===== config.mk =====
export PLATFORM = sky130hd
export DESIGN_NAME = bit_serial_adder
export DESIGN_NICKNAME = d
export VERILOG_FILES = /design/src/rtl/bit_serial_adder.sv
export SDC_FILE = /design/constraint.sdc
export NUM_CORES = 1
export LEC_CHECK = 0
export BUFFER_PORTS_ARGS = -buffer_cell sky130_fd_sc_hd__buf_2
export CORE_ASPECT_RATIO = 2
export CORE_MARGIN = 10
export CORE_UTILIZATION = 26
export CTS_BUF_LIST = sky130_fd_sc_hd__clkbuf_8
export DETAILED_ROUTE_END_ITERATION = 12
export PLACE_DENSITY = 0.45
export RECOVER_POWER = 50
export SLEW_MARGIN = 20
export SYNTH_ARGS = -nofsm -noshare
export SYNTH_HDL_FRONTEND = slang
export SYNTH_SLANG_ARGS = --single-unit

===== constraint.sdc =====
create_clock -name clk -period 1.5 [get_ports clk]
set_input_delay 0.225 -clock clk [delete_from_list [all_inputs] [get_ports clk]]
set_output_delay 0.225 -clock clk [all_outputs]
set_load 0.02 [all_outputs]

===== src/rtl/bit_serial_adder.sv =====
// Bit-serial WIDTH-bit adder: one full-adder cell reused over WIDTH cycles, LSB first, valid/ready on both sides.
// Define BIT_SERIAL_ADDER_OVF_EN to add the registered two's-complement overflow output ovf.
module bit_serial_adder #(
    parameter int WIDTH = 16
) (
    input  logic             clk,
    input  logic             rst_n,
    input  logic             in_valid,
    output logic             in_ready,
    input  logic [WIDTH-1:0] a,
    input  logic [WIDTH-1:0] b,
    input  logic             c_in,
    output logic             out_valid,
    input  logic             out_ready,
    output logic [WIDTH-1:0] sum,
    output logic             c_out,
    output logic             busy
`ifdef BIT_SERIAL_ADDER_OVF_EN
    ,
    output logic             ovf
`endif
);

    localparam int CNT_W = $clog2(WIDTH);
    localparam logic [CNT_W-1:0] LAST_BIT = CNT_W'(WIDTH - 1);

    typedef enum logic [1:0] {
        IDLE  = 2'd0,
        SHIFT = 2'd1,
        DONE  = 2'd2
    } state_t;

    state_t           state_q, state_d;
    logic [WIDTH-1:0] a_sr_q, a_sr_d;
    logic [WIDTH-1:0] b_sr_q, b_sr_d;
    // Holds the WIDTH-1 sum bits already produced; the last bit comes straight from the cell.
    logic [WIDTH-2:0] sum_sr_q, sum_sr_d;
    logic             carry_q, carry_d;
    logic [CNT_W-1:0] cnt_q, cnt_d;
    logic [WIDTH-1:0] sum_q, sum_d;
    logic             c_out_q, c_out_d;
    logic             out_valid_q, out_valid_d;
`ifdef BIT_SERIAL_ADDER_OVF_EN
    logic             ovf_q, ovf_d;
`endif

    logic             fa_a, fa_b, fa_c;
    logic             fa_s, fa_co;
    logic [WIDTH-1:0] sum_cat;

    // The single full-adder cell, fed from the operand shift registers and the carry flop.
    always_comb begin
        fa_a  = a_sr_q[0];
        fa_b  = b_sr_q[0];
        fa_c  = carry_q;
        fa_s  = fa_a ^ fa_b ^ fa_c;
        fa_co = (fa_a & fa_b) | (fa_c & (fa_a ^ fa_b));
    end

    assign sum_cat = {fa_s, sum_sr_q};

    always_comb begin
        state_d     = state_q;
        a_sr_d      = a_sr_q;
        b_sr_d      = b_sr_q;
        sum_sr_d    = sum_sr_q;
        carry_d     = carry_q;
        cnt_d       = cnt_q;
        sum_d       = sum_q;
        c_out_d     = c_out_q;
        out_valid_d = out_valid_q;
`ifdef BIT_SERIAL_ADDER_OVF_EN
        ovf_d       = ovf_q;
`endif
        case (state_q)
            IDLE: begin
                if (in_valid) begin
                    a_sr_d   = a;
                    b_sr_d   = b;
                    sum_sr_d = '0;
                    carry_d  = c_in;
                    cnt_d    = '0;
                    state_d  = SHIFT;
                end
            end
            SHIFT: begin
                a_sr_d   = {1'b0, a_sr_q[WIDTH-1:1]};
                b_sr_d   = {1'b0, b_sr_q[WIDTH-1:1]};
                sum_sr_d = sum_cat[WIDTH-1:1];
                carry_d  = fa_co;
                if (cnt_q == LAST_BIT) begin
                    // Counter holds on the last bit so it never wraps for power-of-two widths.
                    sum_d       = sum_cat;
                    c_out_d     = fa_co;
                    out_valid_d = 1'b1;
                    state_d     = DONE;
`ifdef BIT_SERIAL_ADDER_OVF_EN
                    ovf_d       = carry_q ^ fa_co;
`endif
                end else begin
                    cnt_d = cnt_q + CNT_W'(1);
                end
            end
            DONE: begin
                if (out_ready) begin
                    out_valid_d = 1'b0;
                    state_d     = IDLE;
                end
            end
            default: begin
                state_d = IDLE;
            end
        endcase
    end

    always_ff @(posedge clk or negedge rst_n) begin
        if (!rst_n) begin
            state_q     <= IDLE;
            a_sr_q      <= '0;
            b_sr_q      <= '0;
            sum_sr_q    <= '0;
            carry_q     <= 1'b0;
            cnt_q       <= '0;
            sum_q       <= '0;
            c_out_q     <= 1'b0;
            out_valid_q <= 1'b0;
`ifdef BIT_SERIAL_ADDER_OVF_EN
            ovf_q       <= 1'b0;
`endif
        end else begin
            state_q     <= state_d;
            a_sr_q      <= a_sr_d;
            b_sr_q      <= b_sr_d;
            sum_sr_q    <= sum_sr_d;
            carry_q     <= carry_d;
            cnt_q       <= cnt_d;
            sum_q       <= sum_d;
            c_out_q     <= c_out_d;
            out_valid_q <= out_valid_d;
`ifdef BIT_SERIAL_ADDER_OVF_EN
            ovf_q       <= ovf_d;
`endif
        end
    end

    assign in_ready  = (state_q == IDLE);
    assign busy      = (state_q != IDLE);
    assign out_valid = out_valid_q;
    assign sum       = sum_q;
    assign c_out     = c_out_q;
`ifdef BIT_SERIAL_ADDER_OVF_EN
    assign ovf       = ovf_q;
`endif

endmodule


==> flow_metrics.py, run 1 <==
metrics = {
    "clock_tree": {
        "root_buffer": "clkbuf_8",
        "clk_pin_slew_ns": 0.08,
        "clockBufferDepth": 2,
        "clock_latency_ns": 0.35,
        "cts_tree": "done",
        "cts_max_level": 3,
        "cts_sinks": 72,
        "cts_inserted_buffers": 9,
    },
    "run": {
        "cap_violations": 0,
    },
    "final_layout": {
        "instances_no_fill": 525,
        "final_cell_mix": "dfrtp_1 (70), buf_2 (53), o21ai_0 (38)",
        "fin_nets": 412,
        "drive_gt1_share_pct": 36.0,
        "layout_commonest_cell": "dfrtp_1",
        "utilization_pct": 35.6,
        "syn_to_final_growth_pct": 33.2,
        "antenna_cells": 0,
        "n_fill_cell": 1205,
    },
    "setup_path": {
        "critPathMaxFanout": 6,
        "r2r_cells": 5,
        "worst-r2r-setup-slack_ns": -0.01,
        "worstSetupEndpointType": "output pin",
        "cp_data_required_time_ns": 1.27,
        "crit_path_max_incr_delay_ns": 0.43,
        "r2r_start": "state_q[1]$_DFFE_PN0P_",
        "slowest_stage": "dfrtp_2",
        "crit_type": "flop to output pin",
        "crit_start": "state_q[0]$_DFFE_PN0P_",
        "crit_chain": "buf_12 -> or2_4 -> buf_4",
        "startpoint_type": "flop",
        "critPathArrivalTime_ns": 1.32,
    },
    "floorplan": {
        "die_area_sq_um": 17700,
        "io_pins": 57,
        "die_h_microns": 178,
        "core_sq_um": 12200,
        "start_util_pct": 26.8,
        "die_x_microns": 99.2,
        "num_rows": 57,
    },
    "sta": {
        "finalHoldViolations": 0,
        "finalClockSkew_ns": 0.00925,
        "drv_slew": 0,
        "worst_pin_slew_ns": 0.671,
        "fmax_ghz": 0.646,
        "rsz0062_at_grt": "true",
        "fin_crit_sh_pct": 103,
        "setup-violations-final": 10,
        "min_period_ns": 1.55,
        "slew_headroom_pct": 55.3,
        "layout_setup_ws_ns": -0.0477,
    },
    "global_route": {
        "grt_pass1_vias": 2695,
        "grt_usage_pct": 10.3,
        "grt_max_degree": 34,
        "grt_pass1_wl_microns": 14600,
        "antenna_found_initial": 0,
        "overflow": 0,
    },
    "drt": {
        "routed.top_layer": "met4",
        "ant_nets": 0,
        "first_iter_violations": 121,
        "wl_met2_microns": 5000,
        "viasPerCell": 4.99,
        "dr.pass1.iters": 4,
        "routed_wirelength_microns": 9610,
        "wl_met1_microns": 3990,
        "vias": 2618,
        "routedWlPerCell_microns": 18.3,
        "wl_met3_microns": 348,
        "drc_errors": 0,
    },
    "placed_design": {
        "dp.cells": 483,
        "gp_congestion": 0.733,
        "hpwl_microns": 5740,
        "port_buffers": 56,
    },
    "worst_hold_path": {
        "hp-class": "input port to flop",
        "holdPathStages": 2,
        "worstHoldStart": "out_ready",
    },
    "synth": {
        "synth_edf_count": 0,
        "syn_area_per_cell_sq_um": 11.2,
        "yosys_most_used_dff": "dfrtp_1",
        "syn_inst": 292,
        "yosysSeqAreaShare_pct": 55.2,
        "synth_nets": 331,
        "synth_warnings": 0,
        "synth_seq_cells": 72,
        "synth_area_sq_um": 3260,
        "synth.distinct_cells": 28,
        "async_flop_share_pct": 100,
    },
    "power_and_ir_drop": {
        "ir_worst_vdd_v": 0.000663,
        "p_leak_nw": 2.05,
        "power_density_nw_per_um2": 1790,
    },
    "status": {
        "status": "finished with violations",
        "violations": "negative setup slack",
    },
}
## state kept, by name (all words and copies together) (netlist names)
name	cells
cnt_q	4
a_sr_q	16
state_q	2
out_valid	1
sum	16
b_sr_q	16
c_out	1
sum_sr_q	15
carry_q	1
## power by group
part / internal [mW] / switching (mW) / leakage (nW)
Sequential: 2.65 / 0.567 / 0.948
Clock: 0.651 / 0.771 / 0.0926
Combinational: 1.64 / 1.49 / 1.01
## area by class of cell
| class | count | area, sq um | share of cell area (%) |
|---|---|---|---|
| clock buffers | 10 | 138 | 3.17 |
| well taps | 147 | 184 | 4.23 |
| flip-flops and latches | 72 | 1800 | 41.5 |
| repair buffers | 93 | 779 | 17.9 |
| multi-input cells | 194 | 1390 | 31.9 |
| clock inverters | 6 | 43.8 | 1.01 |
| inverters | 3 | 11.3 | 0.259 |
## cell usage after synthesis, types with 3 or more instances
master	n	area (sq um)
dfrtp_1	72	1800
o21ai_0	38	190
nor2b_1	35	219
a21oi_1	34	170
a22oi_1	31	233
a22o_1	16	140
clkbuf_1	16	60.1
mux2_4	9	135
mux2_2	8	90.1
buf_2	5	25.0
nand2_1	5	18.8
nand3_1	5	25.0
inv_1	3	11.3
## per-layer routing
metal  global-route usage (%)  up-vias
met5                        0        -
met4                     5.22        0
met3                     3.02       15
met2                     17.0       55
met1                     11.8     1313
li1                         -     1235
## critical path, delay by kind of cell, from the launching register on
kind	cells	cell delay, ns
DFF	1	0.43
and+or+nand+nor	1	0.24
buffers and inverters	2	0.30
## cell families after synthesis
| logic type | count (synthesis) | synth area share [%] |
|---|---|---|
| AO/OA/AOI/OAI | 123 | 23.5 |
| AND/OR/NAND/NOR | 52 | 9.97 |
| adder cells (fa/ha/maj) | 2 | 0.997 |
| flip-flops | 72 | 55.2 |
| multiplexers | 17 | 6.90 |
| buffers and inverters | 26 | 3.41 |
## stage by stage
| step | hold slack (ns) | area [sq um] | TNS, ns | total power [mW] | setup slack (ns) |
|---|---|---|---|---|---|
| 2_1_floorplan | -0.0706 | 3260 | 0 | 4.91 | 0.0672 |
| 3_3_place_gp | 0.170 | 3770 | -1.03 | 5.77 | -0.0708 |
| 3_5_place_dp | 0.175 | 3770 | -2.17 | 5.83 | -0.146 |
| 4_1_cts | 0.0825 | 4140 | -0.307 | 7.61 | -0.163 |
| 5_1_grt | 0.100 | 4350 | -0.794 | 8.31 | -0.104 |
| 6_report | 0.0874 | 4350 | -0.112 | 7.77 | -0.0477 |
## repair_timing
action / 4_1_cts / 5_1_grt
endpoints found under the hold margin: 25 / 0
gates resized for setup: 4 / 11
gates cloned: 3 / 4
pin swaps: 0 / 1
buffers inserted: 7 / 12
setup endpoints to repair: 19 / 25
hold buffers: 1 / 0
## final timing paths
check                                          to
max                                          busy
min                        state_q[1]$_DFFE_PN0P_
max reg2reg                   sum[14]$_DFFE_PN0P_
min reg2reg                    sum[3]$_DFFE_PN0P_
max in group asynchronous  state_q[0]$_DFFE_PN0P_
min in group asynchronous      sum[8]$_DFFE_PN0P_
Note: power is estimated with default switching activity, not from simulation.
==> inputs of run 2 (changes only) <==
--- a/config.mk
+++ b/config.mk
@@ -5,13 +5,15 @@
 export SDC_FILE = /design/constraint.sdc
 export NUM_CORES = 1
 export LEC_CHECK = 0
-export BUFFER_PORTS_ARGS = -buffer_cell sky130_fd_sc_hd__buf_2
+export BUFFER_PORTS_ARGS = -buffer_cell sky130_fd_sc_hd__buf_4
+export CELL_PAD_IN_SITES_DETAIL_PLACEMENT = 1
+export CELL_PAD_IN_SITES_GLOBAL_PLACEMENT = 1
 export CORE_ASPECT_RATIO = 2
 export CORE_MARGIN = 10
 export CORE_UTILIZATION = 26
 export CTS_BUF_LIST = sky130_fd_sc_hd__clkbuf_8
 export DETAILED_ROUTE_END_ITERATION = 12
-export PLACE_DENSITY = 0.45
+export PLACE_DENSITY = 0.54
 export RECOVER_POWER = 50
 export SLEW_MARGIN = 20
 export SYNTH_ARGS = -nofsm -noshare
==> run 2 against run 1 <==
Utilization up 0.17 points. Final area up 0.49%. Critical path depth up 1. The run still ends with negative setup slack left. Register-to-register slack better by 0.04 ns. Hold slack worse by 0.0093 ns. Flip-flop and latch count unchanged. Critical endpoint is now in_ready. Sequential power about the same.
==> flow_metrics.py, run 2 (synthesized netlist as in run 1, its figures left out) <==
metrics = {
    "clock_tree": {
        "root_buffer": "clkbuf_8",
        "cts_max_level": 3,
        "clk_pin_slew_ns": 0.08,
        "cts_inserted_buffers": 9,
        "clockBufferDepth": 2,
        "cts_sinks": 72,
        "clock_latency_ns": 0.37,
        "cts_tree": "done",
    },
    "status": {
        "violations": "negative setup slack",
        "status": "finished with violations",
    },
    "drt": {
        "ant_nets": 0,
        "drc_errors": 0,
        "viasPerCell": 5.10,
        "dr.pass1.iters": 4,
        "routed_wirelength_microns": 9580,
        "vias": 2644,
        "first_iter_violations": 79,
        "routedWlPerCell_microns": 18.5,
    },
    "final_layout": {
        "drive_gt1_share_pct": 35.3,
        "layout_commonest_cell": "dfrtp_1",
        "syn_to_final_growth_pct": 33.8,
        "multi_input_area_sq_um": 1400,
        "n_fill_cell": 1355,
        "antenna_cells": 0,
        "regArea_sq_um": 1800,
        "final_cell_mix": "dfrtp_1 (71), buf_4 (69), o21ai_0 (35)",
        "fin_nets": 405,
    },
    "setup_path": {
        "crit_type": "flop to output pin",
        "critPathMaxFanout": 3,
        "critPathArrivalTime_ns": 1.32,
        "worstSetupEndpointType": "output pin",
        "slowest_stage": "dfrtp_2",
        "crit_chain": "buf_12 -> or2_4 -> inv_2 -> buf_6",
        "startpoint_type": "flop",
        "crit_path_max_incr_delay_ns": 0.44,
        "cp_data_required_time_ns": 1.27,
    },
    "floorplan": {
        "die_area_sq_um": 17700,
        "core_sq_um": 12200,
        "io_pins": 57,
        "die_x_microns": 99.2,
        "start_util_pct": 26.8,
        "die_h_microns": 178,
        "num_rows": 57,
    },
    "sta": {
        "min_period_ns": 1.54,
        "worst_pin_slew_ns": 1.02,
        "fmax_ghz": 0.648,
        "finalHoldViolations": 0,
        "finalClockSkew_ns": 0.0120,
        "layout_setup_ws_ns": -0.0441,
        "setup-violations-final": 2,
        "slew_headroom_pct": 32.2,
        "rsz0062_at_grt": "true",
        "drv_slew": 0,
        "fin_crit_sh_pct": 103,
    },
    "placed_design": {
        "pre_cts_ws_ns": -0.0607,
        "gp_congestion": 0.730,
        "hpwl_microns": 6450,
        "port_buffers": 56,
    },
    "worst_hold_path": {
        "hp-class": "input port to flop",
    },
    "power_and_ir_drop": {
        "p_leak_nw": 2.03,
        "ir_worst_vdd_v": 0.000786,
        "finalPower_mw": 7.96,
        "power_density_nw_per_um2": 1820,
    },
    "global_route": {
        "grt_pass1_vias": 2916,
        "grt_usage_pct": 11.0,
        "grt_pass1_wl_microns": 15600,
        "grt_max_degree": 30,
        "overflow": 0,
        "antenna_found_initial": 0,
    },
    "run": {
        "cap_violations": 0,
    },
}
==> run 2: area by class of cell <==
| type | instances | share of cell area [%] |
|---|---|---|
| tap | 147 | 4.21 |
| timing repair buffer | 86 | 17.7 |
| clock buffer | 9 | 2.84 |
| inverter | 3 | 0.258 |
| clock inverter | 7 | 1.52 |
| multi-input combinational | 194 | 32.1 |
| sequential | 72 | 41.3 |
==> run 2: critical path, delay by kind of cell (launching register included) <==
family        cells  cell delay (ns)
simple gates      1             0.23
flops             1             0.44
buf+inv           3             0.28
==> run 2: stage by stage <==
stage	instances	setup TNS (ns)	instance area, sq um	hold WS [ns]	utilization [%]
floorplan	292	0	3260	-0.0706	-
global route	518	-1.32	4370	0.0852	35.8
global placement	491	-0.221	3950	0.120	32.3
finish	518	-0.0612	4370	0.0781	35.8
detailed placement	491	-0.811	3950	0.121	32.3
CTS	517	-0.0956	4290	0.0653	35.2
==> run 2: final timing paths <==
kind	from	to	slack [ns]	cells after the start
max in group asynchronous	rst_n	sum[3]$_DFFE_PN0P_	0.17	3
worst min register to register	sum[1]$_DFFE_PN0P_	sum[1]$_DFFE_PN0P_	0.52	1
worst max-delay path	state_q[0]$_DFFE_PN0P_	in_ready	-0.04	4
worst max register to register	state_q[0]$_DFFE_PN0P_	sum[6]$_DFFE_PN0P_	0.03	5
worst min-delay path	out_ready	state_q[1]$_DFFE_PN0P_	0.08	2
min in group asynchronous	rst_n	sum[5]$_DFFE_PN0P_	0.54	2
==> run 2: metal layers <==
metal	routed length (microns)	vias to the layer above	part of all wire, %	GRT usage (%)
met3	332	10	3.5	2.87
met5	0	-	0	0
li1	-	1214	-	-
met4	185	0	1.9	5.04
met2	5220	43	54	19.4
met1	3850	1377	40	11.9
==> run 2: repair_timing <==
| action | CTS | global route |
|---|---|---|
| gates resized for setup | 6 | 18 |
| endpoints found under the hold margin | 14 | 0 |
| pin swaps | 1 | 1 |
| endpoints found under the setup margin | 19 | 46 |
| setup buffers | 7 | 0 |
| hold buffers | 1 | 0 |
| cloned | 2 | 1 |
==> run 2: power breakdown <==
part	leakage, nW	internal, mW	switching (mW)	total [mW]
clock network	0.0991	0.650	0.878	1.53
logic	0.981	1.69	1.52	3.22
registers	0.949	2.65	0.565	3.22
==> inputs of run 3 (changes only) <==
--- a/config.mk
+++ b/config.mk
@@ -13,7 +13,7 @@
 export CORE_UTILIZATION = 26
 export CTS_BUF_LIST = sky130_fd_sc_hd__clkbuf_8
 export DETAILED_ROUTE_END_ITERATION = 12
-export PLACE_DENSITY = 0.54
+export PLACE_DENSITY = 0.52
 export RECOVER_POWER = 50
 export SLEW_MARGIN = 20
 export SYNTH_ARGS = -nofsm -noshare
==> constraint.sdc (replaced) <==
create_clock -name clk -period 1.9 [get_ports clk]
set_input_delay 0.285 -clock clk [delete_from_list [all_inputs] [get_ports clk]]
set_output_delay 0.285 -clock clk [all_outputs]
set_load 0.02 [all_outputs]
==> run 3 against run 2 <==
The flow now finishes without violations. Count of clock-buffer cells in the layout did not move. Combinational power fell by 38%. Critical path depth did not move. Global-route usage fell by 0.55 points. Via count fell by 5.9%. Critical endpoint unchanged.
==> flow_metrics.py, run 3 (synthesized netlist as in run 1, its figures left out) <==
metrics = {
    "status": {
        "status": "finished, final reports clean",
    },
    "floorplan": {
        "io_pins": 57,
        "die_h_microns": 178,
        "die_area_sq_um": 17700,
        "num_rows": 57,
        "core_sq_um": 12200,
        "start_util_pct": 26.8,
        "die_x_microns": 99.2,
    },
    "global_route": {
        "overflow": 0,
        "grt_max_degree": 36,
        "grt_pass1_wl_microns": 15000,
        "grt_usage_pct": 10.5,
        "antenna_found_initial": 0,
        "grt_pass1_vias": 2808,
    },
    "setup_path": {
        "worstSetupEndpointType": "output pin",
        "crit_chain": "buf_4 -> or2_2 -> inv_1 -> buf_4",
        "startpoint_type": "flop",
        "r2r_start": "state_q[1]$_DFFE_PN0P_",
        "crit_path_max_incr_delay_ns": 0.44,
        "cpMostUsedCell": "buf_4",
        "cp_data_required_time_ns": 1.62,
        "slowest_stage": "dfrtp_2",
        "worst-r2r-setup-slack_ns": 0.25,
        "r2r_cells": 4,
        "critPathArrivalTime_ns": 1.50,
        "critPathMaxFanout": 15,
        "crit_type": "flop to output pin",
        "r2r_end": "sum[7]$_DFFE_PN0P_",
    },
    "drt": {
        "vias": 2489,
        "drc_errors": 0,
        "routed_wirelength_microns": 9040,
        "viasPerCell": 4.96,
        "routedWlPerCell_microns": 18.0,
        "first_iter_violations": 115,
        "dr.pass1.iters": 4,
        "ant_nets": 0,
    },
    "power_and_ir_drop": {
        "power_density_nw_per_um2": 1460,
        "ir_worst_vdd_v": 0.000456,
        "finalPower_mw": 5.92,
        "p_leak_nw": 1.85,
    },
    "clock_tree": {
        "cts_inserted_buffers": 9,
        "root_buffer": "clkbuf_8",
        "cts_tree": "done",
        "clockBufferDepth": 2,
        "clk_pin_slew_ns": 0.07,
        "cts_max_level": 3,
        "clock_latency_ns": 0.35,
        "cts_sinks": 72,
    },
    "placed_design": {
        "gp_congestion": 0.768,
        "hpwl_microns": 6190,
        "port_buffers": 56,
    },
    "sta": {
        "finalHoldViolations": 0,
        "fin_crit_sh_pct": 93.9,
        "min_period_ns": 1.78,
        "worst_pin_slew_ns": 0.878,
        "tns_ns": 0,
        "setup-violations-final": 0,
        "finalClockSkew_ns": 0.00952,
        "fmax_ghz": 0.560,
        "drv_slew": 0,
        "rsz0062_at_grt": "false",
        "slew_headroom_pct": 41.5,
    },
    "final_layout": {
        "fin_nets": 389,
        "antenna_cells": 0,
        "layout_commonest_cell": "dfrtp_1",
        "n_fill_cell": 1369,
        "final_cell_mix": "dfrtp_1 (71), buf_4 (57), o21ai_0 (38)",
        "drive_gt1_share_pct": 27.6,
        "syn_to_final_growth_pct": 24.5,
    },
    "run": {
        "cap_violations": 0,
    },
    "worst_hold_path": {
        "hp-class": "input port to flop",
        "min_to": "state_q[1]$_DFFE_PN0P_",
        "worstHoldStart": "out_ready",
        "holdPathStages": 2,
    },
}
## run 3: what timing repair did
item	in CTS	in global routing
setup endpoints to repair	1	1
gates resized for setup	1	0
endpoints found under the hold margin	30	0
hold buffers	1	0
buffers inserted	0	3
## run 3: stage by stage
step / cells / instance area (sq um) / util [%] / setup slack [ns] / hold WS (ns)
final: 502 / 4060 / 33.3 / 0.116 / 0.158
after global routing: 502 / 4060 / 33.3 / 0.0426 / 0.148
after CTS: 499 / 4080 / 33.5 / 0.0317 / 0.135
after detailed placement: 482 / 3850 / 31.6 / 0.247 / 0.269
after global placement: 482 / 3850 / 31.6 / 0.300 / 0.267
after floorplan: 292 / 3260 / - / 0.467 / -0.0106
## run 3: worst max path at each step
stage | startpoint | to | slack, ns
2_1_floorplan | state_q[1]$_DFFE_PN0P_ | sum[10]$_DFFE_PN0P_ | 0.47
3_3_place_gp | cnt_q[0]$_DFFE_PN0P_ | sum[7]$_DFFE_PN0P_ | 0.30
3_5_place_dp | cnt_q[0]$_DFFE_PN0P_ | sum[7]$_DFFE_PN0P_ | 0.25
4_1_cts | state_q[1]$_DFFE_PN0P_ | in_ready | 0.03
5_1_grt | rst_n | sum_sr_q[3]$_DFFE_PN0P_ | 0.04
6_report | state_q[1]$_DFFE_PN0P_ | in_ready | 0.12
## run 3: cell type report
class	instances	area, sq um	area share, %
inverters	3	11.3	0.277
well taps	147	184	4.53
clock inverters	7	96.3	2.37
repair buffers	70	485	11.9
flip-flops and latches	72	1800	44.4
clock buffers	9	124	3.05
multi-input cells	194	1360	33.5
## run 3: critical path, delay by kind of cell, from the launching register on
| family | cells | cell delay (ns) |
|---|---|---|
| buf+inv | 3 | 0.40 |
| flops | 1 | 0.44 |
| simple gates | 1 | 0.32 |
## run 3: metal layers
| layer | up-vias | GRT usage (%) | part of all wire, % |
|---|---|---|---|
| met5 | - | 0 | 0 |
| met4 | 0 | 4.74 | 2.2 |
| met2 | 45 | 18.0 | 52 |
| met1 | 1257 | 11.7 | 41 |
| met3 | 10 | 2.83 | 3.9 |
| li1 | 1177 | - | - |
## run 3: power by group
| group | internal [mW] | total (mW) | switching [mW] |
|---|---|---|---|
| logic | 0.938 | 2.01 | 1.08 |
| clock network | 0.741 | 1.35 | 0.610 |
| registers | 2.09 | 2.55 | 0.456 |
